[src/rtl/avg_pool_if.sv]
// Valid/ready stream bundle for the average-pool window accumulator:
// sample input side plus numerator/denominator output side.
interface avg_pool_if #(
  parameter int unsigned DATA_WIDTH = 32
);
  logic                  avg_pool_ready_in;
  logic                  avg_pool_valid_in;
  logic [DATA_WIDTH-1:0] avg_pool_data_in;
  logic                  avg_pool_ready_out;
  logic                  avg_pool_valid_out;
  logic [DATA_WIDTH-1:0] avg_pool_numer_out;
  logic [DATA_WIDTH-1:0] avg_pool_denom_out;

  modport master (
    input  avg_pool_ready_in,
    output avg_pool_valid_in,
    output avg_pool_data_in,
    output avg_pool_ready_out,
    input  avg_pool_valid_out,
    input  avg_pool_numer_out,
    input  avg_pool_denom_out
  );

  modport slave (
    output avg_pool_ready_in,
    input  avg_pool_valid_in,
    input  avg_pool_data_in,
    input  avg_pool_ready_out,
    output avg_pool_valid_out,
    output avg_pool_numer_out,
    output avg_pool_denom_out
  );
endinterface

[src/rtl/avg_pool_accum.sv]
// Sums non-overlapping windows of POOL_SIZE samples and hands sum/POOL_SIZE to the divider.
// Optional AVG_POOL_SATURATE_EN: clamp each addition to all-ones instead of wrapping.
module avg_pool_accum #(
  parameter int unsigned DATA_WIDTH = 32,
  parameter int unsigned POOL_SIZE  = 4
) (
  input  logic     clk,
  input  logic     rst,
  avg_pool_if.slave bus
);

  localparam int unsigned CNT_WIDTH = $clog2(POOL_SIZE);
  localparam logic [CNT_WIDTH-1:0]  CNT_LAST = CNT_WIDTH'(POOL_SIZE - 32'd1);
  localparam logic [DATA_WIDTH-1:0] DENOM    = DATA_WIDTH'(POOL_SIZE);

  logic [DATA_WIDTH-1:0] acc_q, acc_d;
  logic [CNT_WIDTH-1:0]  cnt_q, cnt_d;
  logic [DATA_WIDTH-1:0] numer_q, numer_d;
  logic [DATA_WIDTH-1:0] denom_q, denom_d;
  logic                  valid_q, valid_d;
  logic                  ready_in_s;
  logic                  accept_s;
  logic [DATA_WIDTH-1:0] sum_s;

  function automatic logic [DATA_WIDTH-1:0] add_fn(
    input logic [DATA_WIDTH-1:0] a,
    input logic [DATA_WIDTH-1:0] b
  );
`ifdef AVG_POOL_SATURATE_EN
    logic [DATA_WIDTH:0] s;
    s = {1'b0, a} + {1'b0, b};
    // Once clamped, acc stays all-ones for the rest of the window since any further add overflows or adds zero.
    if (s[DATA_WIDTH]) begin
      add_fn = {DATA_WIDTH{1'b1}};
    end else begin
      add_fn = s[DATA_WIDTH-1:0];
    end
`else
    add_fn = a + b;
`endif
  endfunction

  assign ready_in_s = ~valid_q | bus.avg_pool_ready_out;
  assign accept_s   = bus.avg_pool_valid_in & ready_in_s;
  assign sum_s      = add_fn(acc_q, bus.avg_pool_data_in);

  assign bus.avg_pool_ready_in  = ready_in_s;
  assign bus.avg_pool_valid_out = valid_q;
  assign bus.avg_pool_numer_out = numer_q;
  assign bus.avg_pool_denom_out = denom_q;

  // Next-state: accumulate, close window into output regs, retire taken pair.
  always_comb begin
    acc_d   = acc_q;
    cnt_d   = cnt_q;
    numer_d = numer_q;
    denom_d = denom_q;
    valid_d = valid_q;
    if (valid_q & bus.avg_pool_ready_out) begin
      valid_d = 1'b0;
    end else begin
      valid_d = valid_q;
    end
    if (accept_s) begin
      if (cnt_q == CNT_LAST) begin
        // A close on the same edge as a take overrides the retire: no bubble.
        numer_d = sum_s;
        denom_d = DENOM;
        valid_d = 1'b1;
        acc_d   = {DATA_WIDTH{1'b0}};
        cnt_d   = {CNT_WIDTH{1'b0}};
      end else begin
        acc_d = sum_s;
        cnt_d = cnt_q + CNT_WIDTH'(1);
      end
    end else begin
      acc_d = acc_q;
      cnt_d = cnt_q;
    end
  end

  // State registers with asynchronous reset.
  always_ff @(posedge clk or posedge rst) begin
    if (rst) begin
      acc_q   <= {DATA_WIDTH{1'b0}};
      cnt_q   <= {CNT_WIDTH{1'b0}};
      numer_q <= {DATA_WIDTH{1'b0}};
      denom_q <= {DATA_WIDTH{1'b0}};
      valid_q <= 1'b0;
    end else begin
      acc_q   <= acc_d;
      cnt_q   <= cnt_d;
      numer_q <= numer_d;
      denom_q <= denom_d;
      valid_q <= valid_d;
    end
  end

endmodule

[src/flat_wrapper.sv]
// flat-port wrapper written by rule: the top's interface ports become plain ports
module avg_pool_accum_flat 
#(
  parameter int unsigned DATA_WIDTH = 32,
  parameter int unsigned POOL_SIZE  = 4
)
  (clk, rst, bus_avg_pool_ready_in, bus_avg_pool_valid_in, bus_avg_pool_data_in, bus_avg_pool_ready_out, bus_avg_pool_valid_out, bus_avg_pool_numer_out, bus_avg_pool_denom_out);
  avg_pool_if #(.DATA_WIDTH(DATA_WIDTH)) bus_i ();
  input  logic clk;
  input  logic rst;
  output wire logic [$bits(bus_i.avg_pool_ready_in)-1:0] bus_avg_pool_ready_in;
  input wire logic [$bits(bus_i.avg_pool_valid_in)-1:0] bus_avg_pool_valid_in;
  input wire logic [$bits(bus_i.avg_pool_data_in)-1:0] bus_avg_pool_data_in;
  input wire logic [$bits(bus_i.avg_pool_ready_out)-1:0] bus_avg_pool_ready_out;
  output wire logic [$bits(bus_i.avg_pool_valid_out)-1:0] bus_avg_pool_valid_out;
  output wire logic [$bits(bus_i.avg_pool_numer_out)-1:0] bus_avg_pool_numer_out;
  output wire logic [$bits(bus_i.avg_pool_denom_out)-1:0] bus_avg_pool_denom_out;
  assign bus_avg_pool_ready_in = bus_i.avg_pool_ready_in;
  assign bus_i.avg_pool_valid_in = bus_avg_pool_valid_in;
  assign bus_i.avg_pool_data_in = bus_avg_pool_data_in;
  assign bus_i.avg_pool_ready_out = bus_avg_pool_ready_out;
  assign bus_avg_pool_valid_out = bus_i.avg_pool_valid_out;
  assign bus_avg_pool_numer_out = bus_i.avg_pool_numer_out;
  assign bus_avg_pool_denom_out = bus_i.avg_pool_denom_out;
  avg_pool_accum #(.DATA_WIDTH(DATA_WIDTH), .POOL_SIZE(POOL_SIZE)) u_core (.clk(clk), .rst(rst), .bus(bus_i));
endmodule
[config.mk]
export PLATFORM = sky130hd
export DESIGN_NAME = avg_pool_accum_flat
export DESIGN_NICKNAME = d
export VERILOG_FILES = /design/src/rtl/avg_pool_if.sv /design/src/rtl/avg_pool_accum.sv /design/src/flat_wrapper.sv
export SDC_FILE = /design/constraint.sdc
export NUM_CORES = 1
export LEC_CHECK = 0
export ABC_AREA = 1
export BUFFER_PORTS_ARGS = -buffer_cell sky130_fd_sc_hd__buf_2
export CAP_MARGIN = 20
export CORE_MARGIN = 2
export CORE_UTILIZATION = 45
export DETAILED_ROUTE_END_ITERATION = 8
export PLACE_DENSITY = 0.72
export SYNTH_ARGS = -nofsm -noshare
export SYNTH_HDL_FRONTEND = slang
export SYNTH_SLANG_ARGS = --single-unit
[constraint.sdc]
create_clock -name clk -period 4.2 [get_ports clk]
set_input_delay 0.63 -clock clk [delete_from_list [all_inputs] [get_ports clk]]
set_output_delay 0.63 -clock clk [all_outputs]
set_load 0.03 [all_outputs]
==> impl_metrics.json <==
{
  "ant_nets": 0,
  "setup_viol": 0,
  "tritoncts": "built",
  "io_buffers": 70,
  "row_count": 38,
  "track_usage": 0.220,
  "syn_avg_cell_area_sq_um": 6.56,
  "cts_root_buf": "clkbuf_16",
  "p_leak_nw": 3.52,
  "n_antenna_cell": 0,
  "cp.arrival_ps": 2320,
  "synth_cell_types": 30,
  "ios": 102,
  "ys_warn_count": 0,
  "run_status": "finished clean",
  "initial_utilization": 0.467,
  "cts.path.max_buffers": 2,
  "clk_pin_slew_ps": 70,
  "ir_worst_vdd_uv": 411,
  "final.min_clock_period_ps": 2090,
  "fin_hold_ws_ps": 456,
  "synth-edff-count": 0,
  "setup-tns-final_ps": 0,
  "cts_resized": 0,
  "fin_util": 0.529,
  "hold_class": "input port to async pin",
  "crit_path_max_fanout": 4,
  "hold_viol_final": 0,
  "dieWidth_um": 111,
  "path_class": "input port to register",
  "max_freq_ghz": 0.478,
  "critPathRequiredTime_ps": 4430,
  "syn_inst": 781,
  "drc": 0,
  "routed_via_density": 4.78,
  "powerDensity_nw_per_um2": 807,
  "synth-seq-cells": 68,
  "period_share": 0.498,
  "fillers": 1147,
  "clock-sinks": 68,
  "grt_max_degree": 41,
  "cts_buffers": 9,
  "yosysSeqAreaShare": 0.332,
  "maxCapViolations": 0,
  "first_pass_iters": 5,
  "drive_above_1_share": 0.129,
  "synth-main-ff-cell": "dfrtp_1",
  "overflow": 0,
  "fin_nets": 922,
  "place_congestion": 0.920,
  "dpl-instance-area_sq_um": 5500,
  "num_vias": 4775,
  "cts_setup_buffers": 0,
  "max-slew-margin-rel": 0.435,
  "die_h_um": 111,
  "rsz0062_at_grt": "false",
  "endpoint_kind": "register",
  "design.die.area_sq_um": 12300,
  "place_hpwl_um": 9950,
  "coreArea_sq_um": 11000,
  "slew_viol_final": 0,
  "drt_iter0_drc": 290,
  "async_flop_share": 1.00,
  "clk-insertion-delay-late_ps": 340,
  "syn_to_final_growth_pct": 13.4,
  "grt_pass1_vias": 4518,
  "finClkSkew_ps": 9.83,
  "worst_setup_path_start_kind": "input port",
  "avgRoutedWirePerCell_um": 13.0,
  "worst_slew_pin_slew_ps": 846,
  "antenna_found_initial": 0,
  "grt_first_pass_wirelength_um": 22100,
  "wl_um": 13000,
  "cts.hold.buffers_added": 0,
  "fin_area_sq_um": 5810,
  "netlist_area_sq_um": 5120,
  "htree_levels": 3
}
==> critical path, stage by stage <==
cell and delay [ps]:
buf_2 100, ha_1 260, fa_1 470, nand3_1 130, nand3_2 90, nand3_1 80
nand3_1 140, nand2_1 140, nand3_1 110, nand3_1 100, nand2_1 60
==> synth_stat cells (all sizes together) (2+ instances only) <==
cell type | instances | area, sq um
nor3 | 4 | 25.0
buf | 37 | 263
nand3b | 3 | 22.5
xor2 | 4 | 35.0
dfrtp | 68 | 1700
clkbuf | 5 | 18.8
xnor2 | 12 | 105
nand4 | 3 | 18.8
nand3 | 61 | 320
o21ai | 29 | 145
ha | 32 | 400
o21bai | 3 | 22.5
a21oi | 21 | 105
or2 | 2 | 12.5
inv | 117 | 439
nand2 | 336 | 1290
nor2 | 41 | 164
==> power by group <==
group	switching (mW)	total (mW)	internal [mW]
clock	0.325	0.794	0.469
sequential	0.172	1.14	0.964
combinational	1.88	2.76	0.883
==> stage by stage <==
stage,setup slack (ps),cells,total power [mW]
after floorplan,1860,811,3.21
after global placement,1810,982,3.84
after detailed placement,1770,982,3.86
after CTS,2120,998,4.68
after global routing,1930,998,5.12
final,2110,998,4.69
==> per-layer routing <==
layer | share of wire | up-vias | GRT usage | wire [um]
li1 | - | 2491 | - | -
met1 | 0.52 | 2138 | 0.330 | 6810
met2 | 0.42 | 133 | 0.335 | 5410
met3 | 0.049 | 13 | 0.0355 | 642
met4 | 0.012 | 0 | 0.0517 | 159
met5 | 0 | - | 0 | 0
==> final cells by class <==
| cell class | instances | area, sq um | area share |
|---|---|---|---|
| Clock buffer | 9 | 225 | 0.0388 |
| Clock inverter | 7 | 81.3 | 0.0140 |
| Inverter | 117 | 439 | 0.0756 |
| Multi-Input combinational cell | 584 | 2810 | 0.484 |
| Sequential cell | 68 | 1700 | 0.293 |
| Tap cell | 140 | 175 | 0.0302 |
| Timing Repair Buffer | 73 | 373 | 0.0642 |
==> flip-flops by register name, summed over array words and instances, names as in the netlist <==
name	cells
u_core.bus.avg_pool_valid_out	1
u_core.acc_q	32
u_core.bus.avg_pool_denom_out	1
u_core.bus.avg_pool_numer_out	32
u_core.cnt_q	2
==> path summary, 6_finish.rpt <==
| path | startpoint | end | slack [ps] | depth (start not counted) |
|---|---|---|---|---|
| max | bus_avg_pool_data_in[0] | u_core.acc_q[28] | 2110 | 11 |
| min reg2reg | u_core.bus.avg_pool_numer_out[31] | u_core.bus.avg_pool_numer_out[31] | 470 | 2 |
| min | rst | u_core.bus.avg_pool_numer_out[0] | 460 | 2 |
| max reg2reg | u_core.acc_q[0] | u_core.acc_q[28] | 2120 | 10 |
| max in group asynchronous | rst | u_core.acc_q[12] | 2830 | 3 |
| min in group clk | u_core.bus.avg_pool_numer_out[31] | u_core.bus.avg_pool_numer_out[31] | 470 | 2 |
==> cells in the final DEF, fill, tap and decap left out, types with 19 or more instances in the layout <==
cell type / synthesis / layout
nand2_1: 325 / 325
inv_1: 114 / 113
buf_2: 6 / 70
dfrtp_1: 68 / 68
nand3_1: 58 / 58
nor2_1: 39 / 39
ha_1: 32 / 32
conb_1: 1 / 31
a21oi_1: 21 / 21
o21ai_0: 19 / 19
==> kinds of logic (layout without fill, tap and decap cells) <==
logic type	Yosys count	after routing	share of synthesized area
AO/OA/AOI/OAI	54	54	0.0547
XOR/XNOR	16	16	0.0273
adder cells (fa/ha/maj)	33	33	0.0821
buffers and inverters	159	206	0.141
flip-flops	68	68	0.332
other	1	31	0.000732
AND/OR/NAND/NOR	450	450	0.362
Power figures use the tool's default switching activity.
